**src/rtl/fp_booth_mult_seq.sv**
```systemverilog
// Sequential floating-point multiplier: radix-2 Booth significand multiply, one step per cycle,
// with zero/special fast path, truncating normalisation and overflow/underflow/exception flags.
module fp_booth_mult_seq #(
  parameter int EXP_W = 8,
  parameter int MAN_W = 23
) (
  input  logic                   clk,
  input  logic                   reset,
  input  logic                   in_valid,
  output logic                   in_ready,
  input  logic [EXP_W+MAN_W:0]   a,
  input  logic [EXP_W+MAN_W:0]   b,
  output logic                   out_valid,
  input  logic                   out_ready,
  output logic [EXP_W+MAN_W:0]   result,
  output logic                   overflow,
  output logic                   underflow,
  output logic                   exception
);
  localparam int W  = 1 + EXP_W + MAN_W;
  localparam int N  = MAN_W + 2;
  localparam int PW = 2 * MAN_W + 2;
  localparam int CW = $clog2(N);
  localparam logic signed [EXP_W+1:0] BIAS    = (2 ** (EXP_W - 1)) - 1;
  localparam logic signed [EXP_W+1:0] EXP_MAX = (2 ** EXP_W) - 1;

  typedef enum logic [1:0] {S_IDLE, S_MUL, S_NORM, S_DONE} state_t;

  state_t                    r_state, w_state_nxt;
  logic [CW-1:0]             r_step;
  logic signed [N-1:0]       r_acc_hi, r_mcand, w_booth_sum;
  logic [N-1:0]              r_acc_lo;
  logic                      r_qm1;
  logic                      r_sign;
  logic signed [EXP_W+1:0]   r_exp_sum, w_exp;
  logic                      r_a_zero, r_b_zero, r_a_inf, r_b_inf, r_a_nan, r_b_nan;
  logic [W-1:0]              r_result, w_res;
  logic                      r_ovf, r_unf, r_exc, r_out_valid;
  logic                      w_ovf, w_unf, w_exc;

  logic [EXP_W-1:0]          w_a_exp, w_b_exp;
  logic [MAN_W-1:0]          w_a_man, w_b_man, w_man;
  logic                      w_a_zero, w_b_zero, w_a_spec, w_b_spec, w_fast, w_accept;
  logic [PW-1:0]             w_prod;
  logic                      w_norm, w_unused_lsbs;

  assign w_a_exp  = a[W-2:MAN_W];
  assign w_b_exp  = b[W-2:MAN_W];
  assign w_a_man  = a[MAN_W-1:0];
  assign w_b_man  = b[MAN_W-1:0];
  assign w_a_zero = (w_a_exp == '0);
  assign w_b_zero = (w_b_exp == '0);
  assign w_a_spec = &w_a_exp;
  assign w_b_spec = &w_b_exp;
  assign w_fast   = w_a_zero | w_b_zero | w_a_spec | w_b_spec;
  assign w_accept = in_valid && (r_state == S_IDLE);

  always_ff @(posedge clk or posedge reset) begin
    if (reset) r_state <= S_IDLE;
    else       r_state <= w_state_nxt;
  end

  always_comb begin
    w_state_nxt = r_state;
    case (r_state)
      S_IDLE: if (in_valid) w_state_nxt = w_fast ? S_NORM : S_MUL;
      S_MUL:  if (r_step == CW'(N - 1)) w_state_nxt = S_NORM;
      S_NORM: w_state_nxt = S_DONE;
      S_DONE: if (r_out_valid && out_ready) w_state_nxt = S_IDLE;
      default: w_state_nxt = S_IDLE;
    endcase
  end

  // Booth recoding of the multiplier LSB pair {Q0, Q-1}
  always_comb begin
    w_booth_sum = r_acc_hi;
    case ({r_acc_lo[0], r_qm1})
      2'b01:   w_booth_sum = r_acc_hi + r_mcand;
      2'b10:   w_booth_sum = r_acc_hi - r_mcand;
      default: w_booth_sum = r_acc_hi;
    endcase
  end

  // Both significands are positive, so the top two accumulator bits never carry product data
  assign w_prod        = {r_acc_hi[N-3:0], r_acc_lo};
  assign w_norm        = w_prod[PW-1];
  assign w_man         = w_norm ? w_prod[PW-2 -: MAN_W] : w_prod[PW-3 -: MAN_W];
  assign w_unused_lsbs = ^w_prod[MAN_W-1:0];
  assign w_exp         = r_exp_sum + $signed({{(EXP_W+1){1'b0}}, w_norm});

  always_comb begin
    w_res = '0;
    w_ovf = 1'b0;
    w_unf = 1'b0;
    w_exc = 1'b0;
    if (r_a_nan || r_b_nan || ((r_a_inf || r_b_inf) && (r_a_zero || r_b_zero))) begin
      w_res = {1'b0, {EXP_W{1'b1}}, 1'b1, {(MAN_W-1){1'b0}}};
      w_exc = 1'b1;
    end else if (r_a_inf || r_b_inf) begin
      w_res = {r_sign, {EXP_W{1'b1}}, {MAN_W{1'b0}}};
      w_exc = 1'b1;
    end else if (r_a_zero || r_b_zero) begin
      w_res = {r_sign, {(W-1){1'b0}}};
    end else if (w_exp >= EXP_MAX) begin
      w_res = {r_sign, {EXP_W{1'b1}}, {MAN_W{1'b0}}};
      w_ovf = 1'b1;
    end else if (w_exp[EXP_W+1] || (w_exp == '0)) begin
      w_res = {r_sign, {(W-1){1'b0}}};
      w_unf = 1'b1;
    end else begin
      w_res = {r_sign, w_exp[EXP_W-1:0], w_man};
    end
  end

  always_ff @(posedge clk or posedge reset) begin
    if (reset) begin
      r_step      <= '0;
      r_acc_hi    <= '0;
      r_acc_lo    <= '0;
      r_qm1       <= 1'b0;
      r_mcand     <= '0;
      r_sign      <= 1'b0;
      r_exp_sum   <= '0;
      r_a_zero    <= 1'b0;
      r_b_zero    <= 1'b0;
      r_a_inf     <= 1'b0;
      r_b_inf     <= 1'b0;
      r_a_nan     <= 1'b0;
      r_b_nan     <= 1'b0;
      r_result    <= '0;
      r_ovf       <= 1'b0;
      r_unf       <= 1'b0;
      r_exc       <= 1'b0;
      r_out_valid <= 1'b0;
    end else begin
      if (w_accept) begin
        r_step    <= '0;
        r_acc_hi  <= '0;
        r_acc_lo  <= {2'b01, w_b_man};
        r_qm1     <= 1'b0;
        r_mcand   <= {2'b01, w_a_man};
        r_sign    <= a[W-1] ^ b[W-1];
        r_exp_sum <= $signed({2'b00, w_a_exp}) + $signed({2'b00, w_b_exp}) - BIAS;
        r_a_zero  <= w_a_zero;
        r_b_zero  <= w_b_zero;
        r_a_inf   <= w_a_spec && (w_a_man == '0);
        r_b_inf   <= w_b_spec && (w_b_man == '0);
        r_a_nan   <= w_a_spec && (w_a_man != '0);
        r_b_nan   <= w_b_spec && (w_b_man != '0);
        r_result  <= '0;
        r_ovf     <= 1'b0;
        r_unf     <= 1'b0;
        r_exc     <= 1'b0;
      end
      if (r_state == S_MUL) begin
        r_acc_hi <= {w_booth_sum[N-1], w_booth_sum[N-1:1]};
        r_acc_lo <= {w_booth_sum[0], r_acc_lo[N-1:1]};
        r_qm1    <= r_acc_lo[0];
        r_step   <= r_step + CW'(1);
      end
      if (r_state == S_NORM) begin
        r_result <= w_res;
        r_ovf    <= w_ovf;
        r_unf    <= w_unf;
        r_exc    <= w_exc;
      end
      // out_valid rises one cycle after DONE is entered and drops on the handshake edge
      if (r_state == S_DONE) r_out_valid <= !(r_out_valid && out_ready);
      else                   r_out_valid <= 1'b0;
    end
  end

  assign in_ready  = (r_state == S_IDLE);
  assign out_valid = r_out_valid;
  assign result    = r_result;
  assign overflow  = r_ovf;
  assign underflow = r_unf;
  assign exception = r_exc;
endmodule

```
**config.mk**
```make
export PLATFORM = sky130hd
export DESIGN_NAME = fp_booth_mult_seq
export DESIGN_NICKNAME = d
export VERILOG_FILES = /design/src/rtl/fp_booth_mult_seq.sv
export SDC_FILE = /design/constraint.sdc
export NUM_CORES = 1
export LEC_CHECK = 0
export CAP_MARGIN = 20
export CORE_AREA = 2 2 136 138
export DETAILED_ROUTE_END_ITERATION = 6
export DIE_AREA = 0 0 138 140
export HOLD_SLACK_MARGIN = 0.02
export PLACE_DENSITY = 0.72
export SLEW_MARGIN = 0
export SYNTH_ARGS = -nofsm -noshare
export SYNTH_HDL_FRONTEND = slang
export SYNTH_SLANG_ARGS = --single-unit
```
**constraint.sdc**
```tcl
create_clock -name clk -period 4.06 [get_ports clk]
set_input_delay 0.609 -clock clk [delete_from_list [all_inputs] [get_ports clk]]
set_output_delay 0.609 -clock clk [all_outputs]
set_load 0.005 [all_outputs]
```
**After elaboration in Yosys (flattened, before gate mapping)**

Cells that the tools add are included.

- Output and inout bits: 37
- Logic and storage cells: 102
- Register bits after elaboration: 135
- Bits of input ports: 68

- Add/sub/neg operators: 6
- Order comparisons: 1
- Reduce and logical (&&, ||, !) cells: 26
- Multiplexer cells: 37
- Eq/ne operators: 9
- Bitwise gates (word level): 4

Operators with widths:

| cell | number |
|---|---|
| 31-bit two-way mux | 4 |
| 25-bit two-way mux | 4 |
| 32-bit two-way mux | 3 |
| 25-bit case mux with 2 select lines | 1 |
| 23-bit zero test | 2 |
| 23-bit nonzero test | 2 |
| 25-bit adder | 1 |
| 25-bit subtractor | 1 |
| 23-bit two-way mux | 1 |
| 1-bit two-way mux | 17 |
| 8-bit zero test | 2 |
| 8-bit AND reduction | 2 |
| 10-bit by 2-bit adder with 10-bit output | 1 |
| 10-bit by 9-bit >= comparator with 1-bit output, second input constant | 1 |
| 10-bit zero test | 1 |
| 5-bit two-way mux | 2 |
| 9-bit by 7-bit subtractor with 10-bit output, second input constant | 1 |
| 8-bit by 8-bit adder with 9-bit output | 1 |
| 2-bit two-way mux | 4 |
| 2-bit case mux with 4 select lines | 1 |
| 1-bit logical AND | 7 |
| 2-bit == test, second input constant | 3 |
| 2-bit inequality test, second input constant | 3 |
| 5-bit by 1-bit adder with 5-bit output, second input constant | 1 |
| other kinds (9) | 17 |

**Depth between registers and ports, before layout**

Gate-level depths: netlist (run 1).

- Word-level depth: 9
- Gate-level depth with buffers: 18
- Depth with buffers taken out: 18

**Worst setup path after synthesis (run 1)**

No wires, ideal clock.

- Path type: register to register
- Start: reg r_qm1
- End: reg r_acc_hi[22]
- Slack: 0.696 ns
- Period minus slack after synthesis: 3.364 ns
- Required time: 3.915 ns
- Library setup time: 0.145 ns
- Stages on the path, launching flop included: 16
- Path buffers: 2
- Arrival time: 3.219 ns
- Path through: dfrtp_1 inv_1 ha_1 clkbuf_1 buf_1 mux2i_1 ha_1 nor2b_1 o2111ai_1 nand3_1 a31o_2 a31oi_1 a31oi_1 a31oi_1 xor2_1 o221ai_1

- Word-level cells in the longest chain between the ends: 3
- Elaborated cells between the ends (all ways): 4
- Classes of those cells: eq/ne (2); mux (2)

RTL lines:

| element | RTL line | source |
|---|---|---|
| start, declared | 33 | `logic r_qm1;` |
| start signal, assigned | 158 | `r_qm1 <= r_acc_lo[0];` |
| 2-bit == test / 2-bit by 1-bit == test with 1-bit output (equally long branches) | 77 | `case ({r_acc_lo[0], r_qm1})` |
| 25-bit case mux with 2 select lines * | 77 |  |
| 25-bit two-way mux * | 155 | `if (r_state == S_MUL) begin` |
| end signal, assigned | 156 | `r_acc_hi <= {w_booth_sum[N-1], w_booth_sum[N-1:1]};` |
| end, declared | 31 | `logic signed [N-1:0] r_acc_hi, r_mcand, w_booth_sum;` |

Mark *: on every way between the ends. The rest lies on a longest branch, timed or not.
A chain may end at the register's enable or synchronous reset.

**Worst setup path in the final report (run 1)**

- Start: reg r_mcand[3]
- End: reg r_acc_hi[23]

- Word-level cells in the longest chain between the ends: 3
- Elaborated cells between the ends (all ways): 4
- Classes of those cells: add/sub (2); mux (2)

RTL lines:

| element | RTL line | source |
|---|---|---|
| start, declared | 31 |  |
| start signal, assigned | 141 | `r_mcand <= {2'b01, w_a_man};` |
| 25-bit subtractor / 25-bit adder (equally long branches) | 79, 78 |  |
| 25-bit case mux with 2 select lines * | 77 |  |
| 25-bit two-way mux * | 155 |  |

Marked as above.

==> results of run 1 <==
[cells by family (layout without fill, tap and decap cells)]
family	after synthesis	after routing	share of synthesized area
AOI/OAI and AO/OA	238	238	0.178
xor gates and xnor gates	61	61	0.0644
adders and majority gates	51	51	0.0776
buffers and inverters	72	174	0.0397
DFF	134	134	0.398
muxes	50	50	0.0596
and+or+nand+nor	344	344	0.182
[synth_stat cells (all sizes together), types with 3 or more instances]
| master | number |
|---|---|
| or3 | 3 |
| nand4 | 8 |
| xor2 | 21 |
| and3 | 5 |
| nor4 | 19 |
| nand3b | 3 |
| o21bai | 4 |
| o21ai | 114 |
| o31ai | 8 |
| nand3 | 18 |
| a21oi | 46 |
| o221ai | 4 |
| and2 | 5 |
| clkbuf | 26 |
| a211oi | 5 |
| nor3 | 14 |
| a31oi | 10 |
| mux2i | 49 |
| nor2 | 49 |
| xnor2 | 40 |
| buf | 15 |
| inv | 29 |
| nand2 | 200 |
| dfrtp | 134 |
| nor2b | 5 |
| ha | 49 |
| o211ai | 3 |
| a21o | 18 |
| o21a | 6 |
| a41oi | 3 |
| nand2b | 9 |
[sequential cells by signal, summed over array words and instances (netlist names), 2 cells and up]
| register | count |
|---|---|
| r_step | 5 |
| r_mcand | 24 |
| r_state | 2 |
| r_acc_lo | 25 |
| r_exp_sum | 10 |
| result | 32 |
| r_acc_hi | 24 |
[layout make-up]
type	count	area, um^2
fill	1609	7610
multi-input combinational	744	4740
sequential	134	3350
timing repair buffer	114	1130
clock buffer	21	440
tap	229	287
inverter	29	113
clock inverter	10	108
[path summary, 6_finish.rpt]
path	start	to
setup reg to reg	r_mcand[3]$_DFFE_PP0P_	r_acc_hi[23]$_DFFE_PP0P_
min in group asynchronous	reset	result[25]$_DFFE_PP0P_
setup / recovery	r_mcand[3]$_DFFE_PP0P_	r_acc_hi[23]$_DFFE_PP0P_
hold / removal	result[11]$_DFFE_PP0P_	result[11]$_DFFE_PP0P_
max in group asynchronous	reset	result[19]$_DFFE_PP0P_
hold reg to reg	result[11]$_DFFE_PP0P_	result[11]$_DFFE_PP0P_
[per-stage QoR]
stage	hold slack, ns	cell area [um^2]	cells	power [W]
floorplan	0.449	8420	950	0.00595
global placement	0.463	9620	1250	0.00703
detailed placement	0.466	9620	1250	0.00713
CTS	0.478	10200	1281	0.00864
global route	0.498	10200	1281	0.00938
finish	0.473	10200	1281	0.00860
[worst register-to-register path, stage by stage (launching register included)]
cell and delay, ns:
dfrtp_1 0.42, nor3_2 0.27, a31oi_1 0.18, o21bai_1 0.23, nor2_1 0.22, o21a_1 0.21
xnor2_1 0.13, ha_1 0.30, a21o_1 0.20, a21o_1 0.17, a21oi_1 0.20, o21ai_0 0.15
a21oi_1 0.13, a21oi_1 0.10, and4b_1 0.21, a311oi_1 0.19, o211ai_1 0.13
[per-layer routing]
metal	vias to the layer above	part of all wire	wire, um
met1	3239	0.49	9350
met5	-	0	0
met3	23	0.037	707
met2	149	0.46	8710
li1	3532	-	-
met4	0	0.019	363
[power breakdown]
group	internal (W)	total [W]	leakage [nW]	switching, W
registers	0.00189	0.00242	1.72	0.000528
clock network	0.000893	0.00145	0.262	0.000562
logic	0.00210	0.00472	2.50	0.00263
total	0.00488	0.00860	4.48	0.00372
==> flow_summary.ini, run 1 <==
[status]
outcome = finished clean

[sta]
fin_skew_ns = 0.00679
fmax_mhz = 278
rsz0062_at_grt = no
tightest_slew_ns = 0.858
min_period_ns = 3.59
finalHoldViolCount = 0
tns_ns = 0
relSlewSlack = 0.426
slew_viol_final = 0
fin_ws_ns = 0.467
setup_viol = 0
period_share = 0.885

[final_layout]
fin_nets = 1159
utilization = 0.572
diodes = 0
layout_commonest_cell = nand2_1
final_cell_mix = nand2_1, dfrtp_1, clkdlybuf4s50_1, o21ai_0, mux2i_1
areaGrowthSynthToFinish_pct = 20.9
drive_gt1_frac = 0.0722

[global_routing]
use_met2 = 0.326
antenna_found_initial = 0
use_met3 = 0.0342
grt_max_degree = 92
gr-total-overflow = 0
grt_first_pass_wirelength_um = 32900
grt_usage = 0.206
use_met1 = 0.289
grt.busiest_layer = met2
grt_pass1_vias = 6649

[detailed_routing]
via_count = 6943
drt_iter0_markers = 467
drcViolationCount = 0
wl_um = 19100
wire_per_inst_um = 14.9
antenna_left = 0
drtPass1Iterations = 5
via_per_inst = 5.42

[yosys]
yosys_most_used_dff = dfrtp_1
async_flop_share = 1.00
yosys_warnings = 0
synth-seq-cells = 134
avgSynthCellArea_um2 = 8.86
synth_cell_types = 66
synth_area_mm2 = 0.00842
synth_cells = 950
synth.area.top_cells = dfrtp_1, nand2_1, ha_1
synth_top_area_frac = 0.398
synth-edff-count = 0
syn_nets = 1069
seq_area_frac_synth = 0.398
yosysTopAreaCell = dfrtp_1

[power]
p_leak_nw = 4.48
powerDensity_mw_per_mm2 = 845
vdd_ir_drop_max_mv = 0.409

[worst_hold_path]
holdPathStages = 2
hold_class = register to register

[setup_path]
worst-path-buf-inv = 0
crit_path_end_kind = register
max_stage_delay_ns = 0.42
slowest_stage = dfrtp_1
critPathMaxFanout = 5
required_ns = 4.33
critPathKind = register to register
reg2reg_depth = 16
critPathTopFamily = compound AO/OA/AOI/OAI gates
crit_arrival_ns = 3.86
rrSetupSlack_ns = 0.47
cp-start-kind = register
crit_chain = nor3_2 -> a31oi_1 -> o21bai_1 -> nor2_1 -> o21a_1 -> xnor2_1 -> ha_1 -> a21o_1 -> a21o_1 -> a21oi_1 -> o21ai_0 -> a21oi_1 -> a21oi_1 -> and4b_1 -> a311oi_1 -> o211ai_1
cp.depth = 16
cpMostUsedCell = a21oi_1

[cts]
clkSlewWorstSetupHoldPaths_ns = 0.05
cts_made_buffers = 17
cts_max_level = 4
clk_latency_ns = 0.42
clock-sinks = 134
cts_hold_buf = 0
cts_root_buffer = clkbuf_16
cts_resized = 0
clk_path_buf_depth = 2
cts_setup_buffers = 0
cts_tree = built

[placed_design]
hpwl_um = 14100
port_buffers = 104
place_ws_ns = 0.497
finalWeightedCongestion = 0.910

[floorplanning]
dieWidth_um = 138
core_mm2 = 0.0178
start_util = 0.473
die-area_mm2 = 0.0193
fp-row-count = 49
ios = 105
die_h_um = 140

[job]
max-cap-violations = 0
Power figures use the tool's default switching activity.
==> inputs of run 2 (changes only) <==
- CORE_AREA: 2 2 136 138 -> 2 2 149 151
- DIE_AREA: 0 0 138 140 -> 0 0 151 153
- PLACE_DENSITY: 0.72 -> not set
==> flow_summary.ini, run 2 (synthesized netlist as in run 1, its figures left out) <==
[cts]
clk_path_buf_depth = 2
cts_root_buffer = clkbuf_16
clk_latency_ns = 0.42
cts_tree = built
cts_setup_buffers = 0
cts_max_level = 4
clock-sinks = 134
clkSlewWorstSetupHoldPaths_ns = 0.06
cts_hold_buf = 0
cts_resized = 0
cts_made_buffers = 17

[global_routing]
grt_max_degree = 84
antenna_found_initial = 0
gr-total-overflow = 0
grt_pass1_vias = 6497
grt_first_pass_wirelength_um = 33200
grt_usage = 0.180

[sta]
tightest_slew_ns = 0.981
setup_viol = 0
rsz0062_at_grt = no
period_share = 0.906
hold_ws_ns = 0.476
fmax_mhz = 272
tns_ns = 0
fin_skew_ns = 0.00810
relSlewSlack = 0.344
min_period_ns = 3.68
slew_viol_final = 0
finalHoldViolCount = 0

[final_layout]
utilization = 0.480
diodes = 0
final_cells = 1333
layout_commonest_cell = nand2_1
largest_reg_flops = 32
fin_nets = 1159
areaGrowthSynthToFinish_pct = 22.6
final_cell_mix = nand2_1, dfrtp_1, clkdlybuf4s50_1, o21ai_0, mux2i_1
drive_gt1_frac = 0.0760

[power]
p_leak_nw = 4.52
total_power_w = 0.00880
vdd_ir_drop_max_mv = 0.474
powerDensity_mw_per_mm2 = 852

[setup_path]
critPathMaxFanout = 6
slowest_stage = dfrtp_1
rrSetupSlack_ns = 0.38
required_ns = 4.34
rr_endpoint = r_acc_hi[22]$_DFFE_PP0P_
crit_arrival_ns = 3.95
crit_chain = nor3_2 -> and4_1 -> and3b_1 -> nand2_1 -> nor3_1 -> a21oi_1 -> xnor2_1 -> ha_1 -> a21oi_1 -> nor2b_1 -> nor3_1 -> o21ai_0 -> o21ai_0 -> a31oi_1 -> a31oi_1 -> xor2_1 -> o221ai_1
reg2reg_depth = 17
crit_path_end_kind = register
max_stage_delay_ns = 0.42
r2r_start = r_mcand[3]$_DFFE_PP0P_
cp-start-kind = register
critPathKind = register to register

[detailed_routing]
wl_um = 19900
antenna_left = 0
drcViolationCount = 0
drtPass1Iterations = 4
via_count = 6933
via_per_inst = 5.20
drt_iter0_markers = 388
wire_per_inst_um = 15.0

[floorplanning]
core_mm2 = 0.0215
die_h_um = 153
start_util = 0.392
die-area_mm2 = 0.0231
fp-row-count = 54
ios = 105
dieWidth_um = 151

[worst_hold_path]
worst_hold_path.endpoint = result[6]$_DFFE_PP0P_
hp-start = result[6]$_DFFE_PP0P_
hold_class = register to register
holdPathStages = 2

[placed_design]
dp.cells = 1301
port_buffers = 104
hpwl_um = 15000
finalWeightedCongestion = 0.876

[status]
outcome = finished clean

[job]
max-cap-violations = 0
-- run 2: cell types whose count changed in the layout (fill, tap and decap cells not counted), sizes merged --
cell,before,now
bufinv,2,4
clkbuf,21,18
clkinv,5,4
inv,28,30
clkinvlp,4,5
-- run 2: through the flow --
step	instance area [um^2]	setup WS, ns
floorplan	8420	0.696
global placement	9680	0.520
global route	10300	0.0304
detailed placement	9680	0.430
CTS	10300	0.407
finish	10300	0.382
-- run 2: final cells by class --
cell class / count / area [um^2]
clock inverter: 14 / 199
multi-input combinational: 744 / 4740
timing repair buffer: 114 / 1130
inverter: 29 / 113
fill: 2078 / 11200
clock buffer: 18 / 439
sequential: 134 / 3350
tap: 280 / 350
-- run 2: layer usage --
layer  global-route usage  wire length [um]  vias up
li1                     -                 -     3527
met1                0.264             10200     3253
met2                0.267              8600      126
met3               0.0334               794       27
met4               0.0587               359        0
met5                    0                 0        -
-- run 2: where the power goes --
part           internal, W  switching, W
logic              0.00210       0.00261
registers          0.00189      0.000536
clock network      0.00105      0.000612
-- run 2: critical path, delay by kind of cell (launching register included) --
kind,cells,cell delay [ns]
simple gates,7,1.38
compound gates,7,1.03
flops,1,0.42
xor+xnor,2,0.35
fa+ha+maj,1,0.35
-- run 2: worst max-delay path by stage --
stage / end / startpoint
3_3_place_gp: r_acc_hi[23]$_DFFE_PP0P_ / r_mcand[3]$_DFFE_PP0P_
4_1_cts: r_acc_hi[22]$_DFFE_PP0P_ / r_mcand[0]$_DFFE_PP0P_
2_1_floorplan: r_acc_hi[22]$_DFFE_PP0P_ / r_qm1$_DFFE_PP0P_
5_1_grt: r_acc_hi[22]$_DFFE_PP0P_ / r_mcand[0]$_DFFE_PP0P_
3_5_place_dp: r_acc_hi[22]$_DFFE_PP0P_ / r_mcand[3]$_DFFE_PP0P_
6_report: r_acc_hi[22]$_DFFE_PP0P_ / r_mcand[3]$_DFFE_PP0P_
